### src/rtl/instr_sequencer_pkg.sv
// Shared definitions for the instruction sequencer: FSM state encoding.
package instr_sequencer_pkg;

  localparam int unsigned STATE_W = 2;

  typedef enum logic [STATE_W-1:0] {
    StIdle,
    StIssue,
    StWaitDone,
    StHalt
  } state_e;

endpackage

### src/rtl/instr_sequencer_if.sv
// Valid/ready instruction channel from the sequencer to the coprocessor, plus its done pulse.
interface instr_sequencer_if #(
  parameter int unsigned INSTR_W = 22
) ();

  logic [INSTR_W-1:0] instr;
  logic               instr_valid;
  logic               instr_ready;
  logic               done;

  modport master (output instr, output instr_valid, input instr_ready, input done);
  modport slave  (input instr, input instr_valid, output instr_ready, output done);

endinterface

### src/rtl/instr_sequencer_btn_pulse.sv
// Debounces a raw active-low button and emits one single-cycle pulse per registered press.
module btn_pulse #(
  parameter int unsigned DEB_CYCLES = 50000
) (
  input  logic clk,
  input  logic rst_n,
  input  logic btn_n_i,
  output logic pulse_o
);

  localparam int unsigned CntW = (DEB_CYCLES > 1) ? $clog2(DEB_CYCLES) : 1;
  localparam logic [CntW-1:0] CntMax = CntW'(DEB_CYCLES - 1);

  logic            sync1_q, sync2_q;
  logic            fired_q, fired_d;
  logic            pulse_q, pulse_d;
  logic [CntW-1:0] cnt_q, cnt_d;

  always_ff @(posedge clk or negedge rst_n) begin
    if (!rst_n) begin
      sync1_q <= 1'b1;
      sync2_q <= 1'b1;
      fired_q <= 1'b0;
      pulse_q <= 1'b0;
      cnt_q   <= '0;
    end else begin
      sync1_q <= btn_n_i;
      sync2_q <= sync1_q;
      fired_q <= fired_d;
      pulse_q <= pulse_d;
      cnt_q   <= cnt_d;
    end
  end

  // Any high sample restarts the stability window; fired_q blocks repeats until release.
  always_comb begin
    cnt_d   = cnt_q;
    fired_d = fired_q;
    pulse_d = 1'b0;
    if (sync2_q) begin
      cnt_d   = '0;
      fired_d = 1'b0;
    end else if (!fired_q) begin
      if (cnt_q == CntMax) begin
        pulse_d = 1'b1;
        fired_d = 1'b1;
        cnt_d   = '0;
      end else begin
        cnt_d = cnt_q + CntW'(1);
      end
    end
  end

  assign pulse_o = pulse_q;

endmodule

### src/rtl/instr_sequencer.sv
// Steps through a small program memory, issuing one instruction per step (or auto-run) to a
// coprocessor over a valid/ready channel and waiting for its done pulse.
module instr_sequencer
  import instr_sequencer_pkg::*;
#(
  parameter int unsigned INSTR_W    = 22,
  parameter int unsigned DEPTH      = 32,
  parameter int unsigned PTR_W      = 5,
  parameter int unsigned DEB_CYCLES = 50000,
  parameter int unsigned WRAP       = 1
) (
  input  logic                 clk,
  input  logic                 rst_n,
  input  logic                 step_btn_n,
  input  logic                 mode_auto,
  input  logic [PTR_W:0]       prog_len,
  input  logic                 ld_en,
  input  logic [PTR_W-1:0]     ld_addr,
  input  logic [INSTR_W-1:0]   ld_data,
  instr_sequencer_if.master    bus,
  output logic [PTR_W-1:0]     pc,
  output logic                 halted,
  output logic                 busy
);

  localparam int unsigned LenW = PTR_W + 1;

  logic               step_pulse;
  logic               mode_sync_q, mode_q;
  state_e             state_q, state_d;
  logic [PTR_W-1:0]   pc_q, pc_d;
  logic               run_q, run_d;
  logic [LenW-1:0]    last_idx;
  logic               at_last;
  logic               mem_wr;
  logic [INSTR_W-1:0] mem_q [DEPTH];

  btn_pulse #(
    .DEB_CYCLES(DEB_CYCLES)
  ) u_btn (
    .clk    (clk),
    .rst_n  (rst_n),
    .btn_n_i(step_btn_n),
    .pulse_o(step_pulse)
  );

  // Out-of-range lengths fall back to the full memory.
  always_comb begin
    if (prog_len == '0 || prog_len > LenW'(DEPTH)) begin
      last_idx = LenW'(DEPTH - 1);
    end else begin
      last_idx = prog_len - LenW'(1);
    end
  end

  assign at_last = ({1'b0, pc_q} == last_idx);
  assign mem_wr  = ld_en && (state_q == StIdle || state_q == StHalt) && (32'(ld_addr) < DEPTH);

  always_ff @(posedge clk) begin
    if (mem_wr) begin
      mem_q[ld_addr] <= ld_data;
    end
  end

  always_ff @(posedge clk or negedge rst_n) begin
    if (!rst_n) begin
      mode_sync_q <= 1'b0;
      mode_q      <= 1'b0;
      state_q     <= StIdle;
      pc_q        <= '0;
      run_q       <= 1'b0;
    end else begin
      mode_sync_q <= mode_auto;
      mode_q      <= mode_sync_q;
      state_q     <= state_d;
      pc_q        <= pc_d;
      run_q       <= run_d;
    end
  end

  always_comb begin
    state_d         = state_q;
    pc_d            = pc_q;
    run_d           = run_q;
    bus.instr_valid = 1'b0;
    bus.instr       = '0;
    // Leaving auto mode lets the in-flight instruction finish, then parks in idle.
    if (!mode_q) begin
      run_d = 1'b0;
    end
    case (state_q)
      StIdle: begin
        if (step_pulse) begin
          state_d = StIssue;
          run_d   = mode_q;
        end
      end
      StIssue: begin
        bus.instr_valid = 1'b1;
        bus.instr       = mem_q[pc_q];
        if (step_pulse) begin
          run_d = 1'b0;
        end
        if (bus.instr_ready) begin
          state_d = StWaitDone;
        end
      end
      StWaitDone: begin
        if (step_pulse) begin
          run_d = 1'b0;
        end
        if (bus.done) begin
          if (at_last && WRAP == 0) begin
            state_d = StHalt;
            run_d   = 1'b0;
          end else begin
            pc_d    = at_last ? '0 : pc_q + PTR_W'(1);
            state_d = run_d ? StIssue : StIdle;
          end
        end
      end
      StHalt: begin
        if (step_pulse) begin
          pc_d    = '0;
          run_d   = 1'b0;
          state_d = StIdle;
        end
      end
      default: state_d = StIdle;
    endcase
  end

  assign pc     = pc_q;
  assign halted = (state_q == StHalt);
  assign busy   = (state_q == StIssue) || (state_q == StWaitDone);

endmodule

### src/flat_wrapper.sv
// flat-port wrapper written by rule: the top's interface ports become plain ports
module instr_sequencer_flat import instr_sequencer_pkg::*;
#(
  parameter int unsigned INSTR_W    = 22,
  parameter int unsigned DEPTH      = 32,
  parameter int unsigned PTR_W      = 5,
  parameter int unsigned DEB_CYCLES = 50000,
  parameter int unsigned WRAP       = 1
)
  (clk, rst_n, step_btn_n, mode_auto, prog_len, ld_en, ld_addr, ld_data, pc, halted, busy, bus_instr, bus_instr_valid, bus_instr_ready, bus_done);
  instr_sequencer_if #(.INSTR_W(INSTR_W)) bus_i ();
  input  logic clk;
  input  logic rst_n;
  input  logic step_btn_n;
  input  logic mode_auto;
  input  logic [PTR_W:0] prog_len;
  input  logic ld_en;
  input  logic [PTR_W-1:0] ld_addr;
  input  logic [INSTR_W-1:0] ld_data;
  output logic [PTR_W-1:0] pc;
  output logic halted;
  output logic busy;
  output wire logic [$bits(bus_i.instr)-1:0] bus_instr;
  output wire logic [$bits(bus_i.instr_valid)-1:0] bus_instr_valid;
  input wire logic [$bits(bus_i.instr_ready)-1:0] bus_instr_ready;
  input wire logic [$bits(bus_i.done)-1:0] bus_done;
  assign bus_instr = bus_i.instr;
  assign bus_instr_valid = bus_i.instr_valid;
  assign bus_i.instr_ready = bus_instr_ready;
  assign bus_i.done = bus_done;
  instr_sequencer #(.INSTR_W(INSTR_W), .DEPTH(DEPTH), .PTR_W(PTR_W), .DEB_CYCLES(DEB_CYCLES), .WRAP(WRAP)) u_core (.clk(clk), .rst_n(rst_n), .step_btn_n(step_btn_n), .mode_auto(mode_auto), .prog_len(prog_len), .ld_en(ld_en), .ld_addr(ld_addr), .ld_data(ld_data), .bus(bus_i), .pc(pc), .halted(halted), .busy(busy));
endmodule
### config.mk
export PLATFORM = sky130hd
export DESIGN_NAME = instr_sequencer_flat
export DESIGN_NICKNAME = d
export VERILOG_FILES = /design/src/rtl/instr_sequencer_pkg.sv /design/src/rtl/instr_sequencer_if.sv /design/src/rtl/instr_sequencer_btn_pulse.sv /design/src/rtl/instr_sequencer.sv /design/src/flat_wrapper.sv
export SDC_FILE = /design/constraint.sdc
export NUM_CORES = 1
export LEC_CHECK = 0
export CORE_MARGIN = 8
export CORE_UTILIZATION = 48
export CTS_CLUSTER_SIZE = 12
export DETAILED_ROUTE_END_ITERATION = 10
export GPL_ROUTABILITY_DRIVEN = 0
export HOLD_SLACK_MARGIN = 0.03
export PLACE_DENSITY = 0.67
export SKIP_LAST_GASP = 1
export SLEW_MARGIN = 5
export SYNTH_ARGS = -nofsm -noshare
export SYNTH_HDL_FRONTEND = slang
export SYNTH_SLANG_ARGS = --single-unit
### constraint.sdc
create_clock -name clk -period 3.1 [get_ports clk]
set_input_delay 0.31 -clock clk [delete_from_list [all_inputs] [get_ports clk]]
set_output_delay 0.31 -clock clk [all_outputs]
set_load 0.1 [all_outputs]
==> run_results.csv <==
group,metric,value,unit
outcome,outcome,"finished, violations left",
outcome,violations,"setup timing",
setup_path,cp.arrival,3040,ps
setup_path,r2r_slack,530,ps
global_routing,grt_usage,0.204,
detailed_routing,drtIter0Drc,1503,
logic_synthesis,yosys_warnings,0,
final_layout,fin_util,0.583,
timing,worst_slack,-249,ps
clock_network,htree_num_levels,3,
timing,rsz0062_at_grt,"true",
logic_synthesis,async_flop_share,0.0409,
global_routing,grt_pass1_wl,100000,um
global_routing,grt_max_degree,44,
final_layout,synthToLayoutAreaGrowth,20.3,%
setup_path,rr_endpoint,"u_core.mem_q[26][7]$_DFFE_PP_",
flow_run,maxCapViolCount,0,
setup_path,critPathSlowestCell,"mux4_2",
setup_path,critPathBufInv,3,
power,p_leak,10.9,nW
timing,finalSetupViolCount,22,
timing,final_max_slew_viol_count,0,
clock_network,cts_sinks,734,
detailed_routing,routed-via-count,14300,
worst_hold_path,hold_path_class,"in2async",
setup_path,cp_max_fo,9,
logic_synthesis,syn_avg_cell_area,22.2,um2
clock_network,cts-buffers-inserted,76,
place,place_area,31600,um2
setup_path,cpPeakStageDelay,540,ps
logic_synthesis,synth_edf_count,704,
setup_path,worstPathCellList,"buf_16 -> buf_16 -> mux4_2 -> mux4_2 -> nand2_1 -> a21oi_4 -> buf_12",
logic_synthesis,netlist_area,28600,um2
clock_network,clk_latency,610,ps
final_layout,stdcell_area,34400,um2
setup_path,cp-start-kind,"register",
floorplan,dieArea,67700,um2
logic_synthesis,yosysTopAreaCell,"edfxtp_1",
detailed_routing,ant_nets,0,
power,irDropWorstVdd,1450,uV
place,hpwl,39000,um
setup_path,worstPathRequired,2790,ps
global_routing,antenna_found_initial,1,
power,power.total,0.0296,W
timing,min_period,3350,ps
logic_synthesis,syn_inst,1292,
floorplan,coreArea,59000,um2
floorplan,start_util,0.485,
place,port_buffers,69,
detailed_routing,wirelength,69300,um
setup_path,r2r_cells,6,
logic_synthesis,syn-num-nets,1341,
detailed_routing,via_per_inst,6.20,
power,power_density,860,nW/um2
clock_network,cts_root_buf,"clkbuf_16",
final_layout,fin_nets,1539,
detailed_routing,drc_errors,0,
detailed_routing,wire_per_inst,30.1,um
floorplan,die_w,260,um
setup_path,worst-setup-path-type,"reg2out",
timing,fmax,299,MHz
floorplan,num_io_pins,70,
floorplan,die_h,260,um
floorplan,placement_rows,89,
clock_network,cts_tree,"yes",
timing,finalClockSkew,16.1,ps
timing,tightest_slew,1070,ps
logic_synthesis,synth-seq-cells,734,
logic_synthesis,synth_area_leaders,"edfxtp_1 (74%), mux4_2 (17%), dfrtp_1 (2.4%)",
logic_synthesis,synth_top_cell_area_share,0.739,
logic_synthesis,synth_cell_type_count,53,
logic_synthesis,ys_seq_area_frac,0.765,
timing,period_share,1.08,
final_layout,layout-drive-gt1-share,0.358,
global_routing,grt_pass1_vias,14600,
timing,hold_viol,0,
clock_network,clkSlewWorstSetupHoldPaths,60,ps
global_routing,grt-ovfl-total,0,
timing,relSlewSlack,0.283,
setup_path,end_kind,"primary output",
logic_synthesis,synth-main-ff-cell,"edfxtp_1",
setup_path,crit-reg2reg-launch,"u_core.state_q[0]$_DFFE_PN0P_",
detailed_routing,dr.pass1.iters,5,
clock_network,clockBufferDepth,3,
final_layout,antenna_cells,0,
setup_path,crit_family,"multiplexers",
[kinds of logic after synthesis]
family | after synthesis | share of synthesized area
muxes | 222 | 0.174
xor gates and xnor gates | 5 | 0.00153
adders and majority gates | 9 | 0.00393
AOI/OAI and AO/OA | 78 | 0.0167
DFF | 734 | 0.765
and+or+nand+nor | 169 | 0.0289
buffers and inverters | 75 | 0.0103
[per-layer routing]
metal / up-vias / routed length, um / global-route usage
li1: 5837 / - / -
met1: 7714 / 29100 / 0.288
met2: 586 / 33100 / 0.320
met3: 124 / 5420 / 0.0454
met4: 2 / 1690 / 0.0587
met5: - / 13 / 0
[metrics by stage]
stage / hold slack, ps / setup TNS, ps / cells / setup WS (ps)
floorplan: 14.4 / -72470 / 1292 / -306
global route: 105 / -5550 / 2302 / -309
CTS: 79.2 / -4830 / 2290 / -253
detailed placement: 344 / 0 / 2162 / 104
global placement: 350 / 0 / 2162 / 183
finish: 76.8 / -4060 / 2302 / -249
[how the worst max path moves through the flow]
stage	start	to	cells after the start	slack [ps]
finish	u_core.pc[0]$_DFFE_PN0P_	bus_instr[11]	7	-250
global placement	prog_len[1]	u_core.pc[4]$_DFFE_PN0P_	10	180
floorplan	u_core.state_q[0]$_DFFE_PN0P_	u_core.mem_q[26][0]$_DFFE_PP_	6	-310
detailed placement	prog_len[1]	u_core.pc[4]$_DFFE_PN0P_	10	100
CTS	u_core.pc[0]$_DFFE_PN0P_	bus_instr[3]	7	-250
global route	u_core.pc[0]$_DFFE_PN0P_	bus_instr[11]	7	-310
[timing repair]
| item | 4_1_cts | 5_1_grt |
|---|---|---|
| gates resized for setup | 19 | 39 |
| hold buffers | 0 | 0 |
| pin swaps | 1 | 5 |
| setup buffers | 6 | 4 |
| setup endpoints to repair | 22 | 22 |
| cloned | 5 | 9 |
[cells in the final DEF, fill, tap and decap left out, types with 11 or more instances in the layout]
master	synthesis	layout
clkdlybuf4s50_1	0	39
clkbuf_1	41	19
nand2_2	0	20
buf_16	0	11
nor2_4	0	13
a21oi_4	0	22
nand2_1	58	34
clkbuf_16	0	85
o21ai_0	25	25
edfxtp_1	704	704
nor2_1	52	20
nor2_2	0	19
buf_4	0	76
buf_12	0	41
dfrtp_1	28	24
mux4_2	220	220
[flip-flops by register name, indices dropped and copies added (netlist names)]
register and cells:
u_core.mem_q 704, u_core.mode_q 1, u_core.mode_sync_q 1, u_core.pc 5, u_core.run_q 1, u_core.state_q 2, u_core.u_btn.cnt_q 16, u_core.u_btn.fired_q 1
u_core.u_btn.pulse_o 1, u_core.u_btn.sync1_q 1, u_core.u_btn.sync2_q 1
[cells in the mapped netlist, types with 3 or more instances]
library cell / number
and3_1: 5
mux4_2: 220
nand2_1: 58
o21ai_0: 25
nor3_1: 3
nand2b_1: 9
clkbuf_1: 41
ha_1: 9
nor2b_1: 4
inv_1: 10
xnor2_1: 4
edfxtp_1: 704
nor2_1: 52
o31ai_1: 6
or3b_2: 3
buf_1: 14
dfrtp_1: 28
nand3b_1: 4
nand4_1: 3
buf_2: 10
a21oi_1: 28
nor4bb_1: 3
nand3_1: 8
[area by class of cell]
type / instances / area [um2]
Fill cell: 4193 / 24600
Clock inverter: 22 / 214
Inverter: 10 / 37.5
Clock buffer: 95 / 1970
Sequential cell: 734 / 21900
Timing Repair Buffer: 185 / 2420
Multi-Input combinational cell: 483 / 6910
Tap cell: 773 / 967
[where the power goes]
part / internal [W] / total, W / switching (W)
sequential: 0.0111 / 0.0113 / 0.000221
clock: 0.00472 / 0.00823 / 0.00351
combinational: 0.00466 / 0.0101 / 0.00543
total: 0.0204 / 0.0296 / 0.00916
Power figures use the tool's default switching activity.
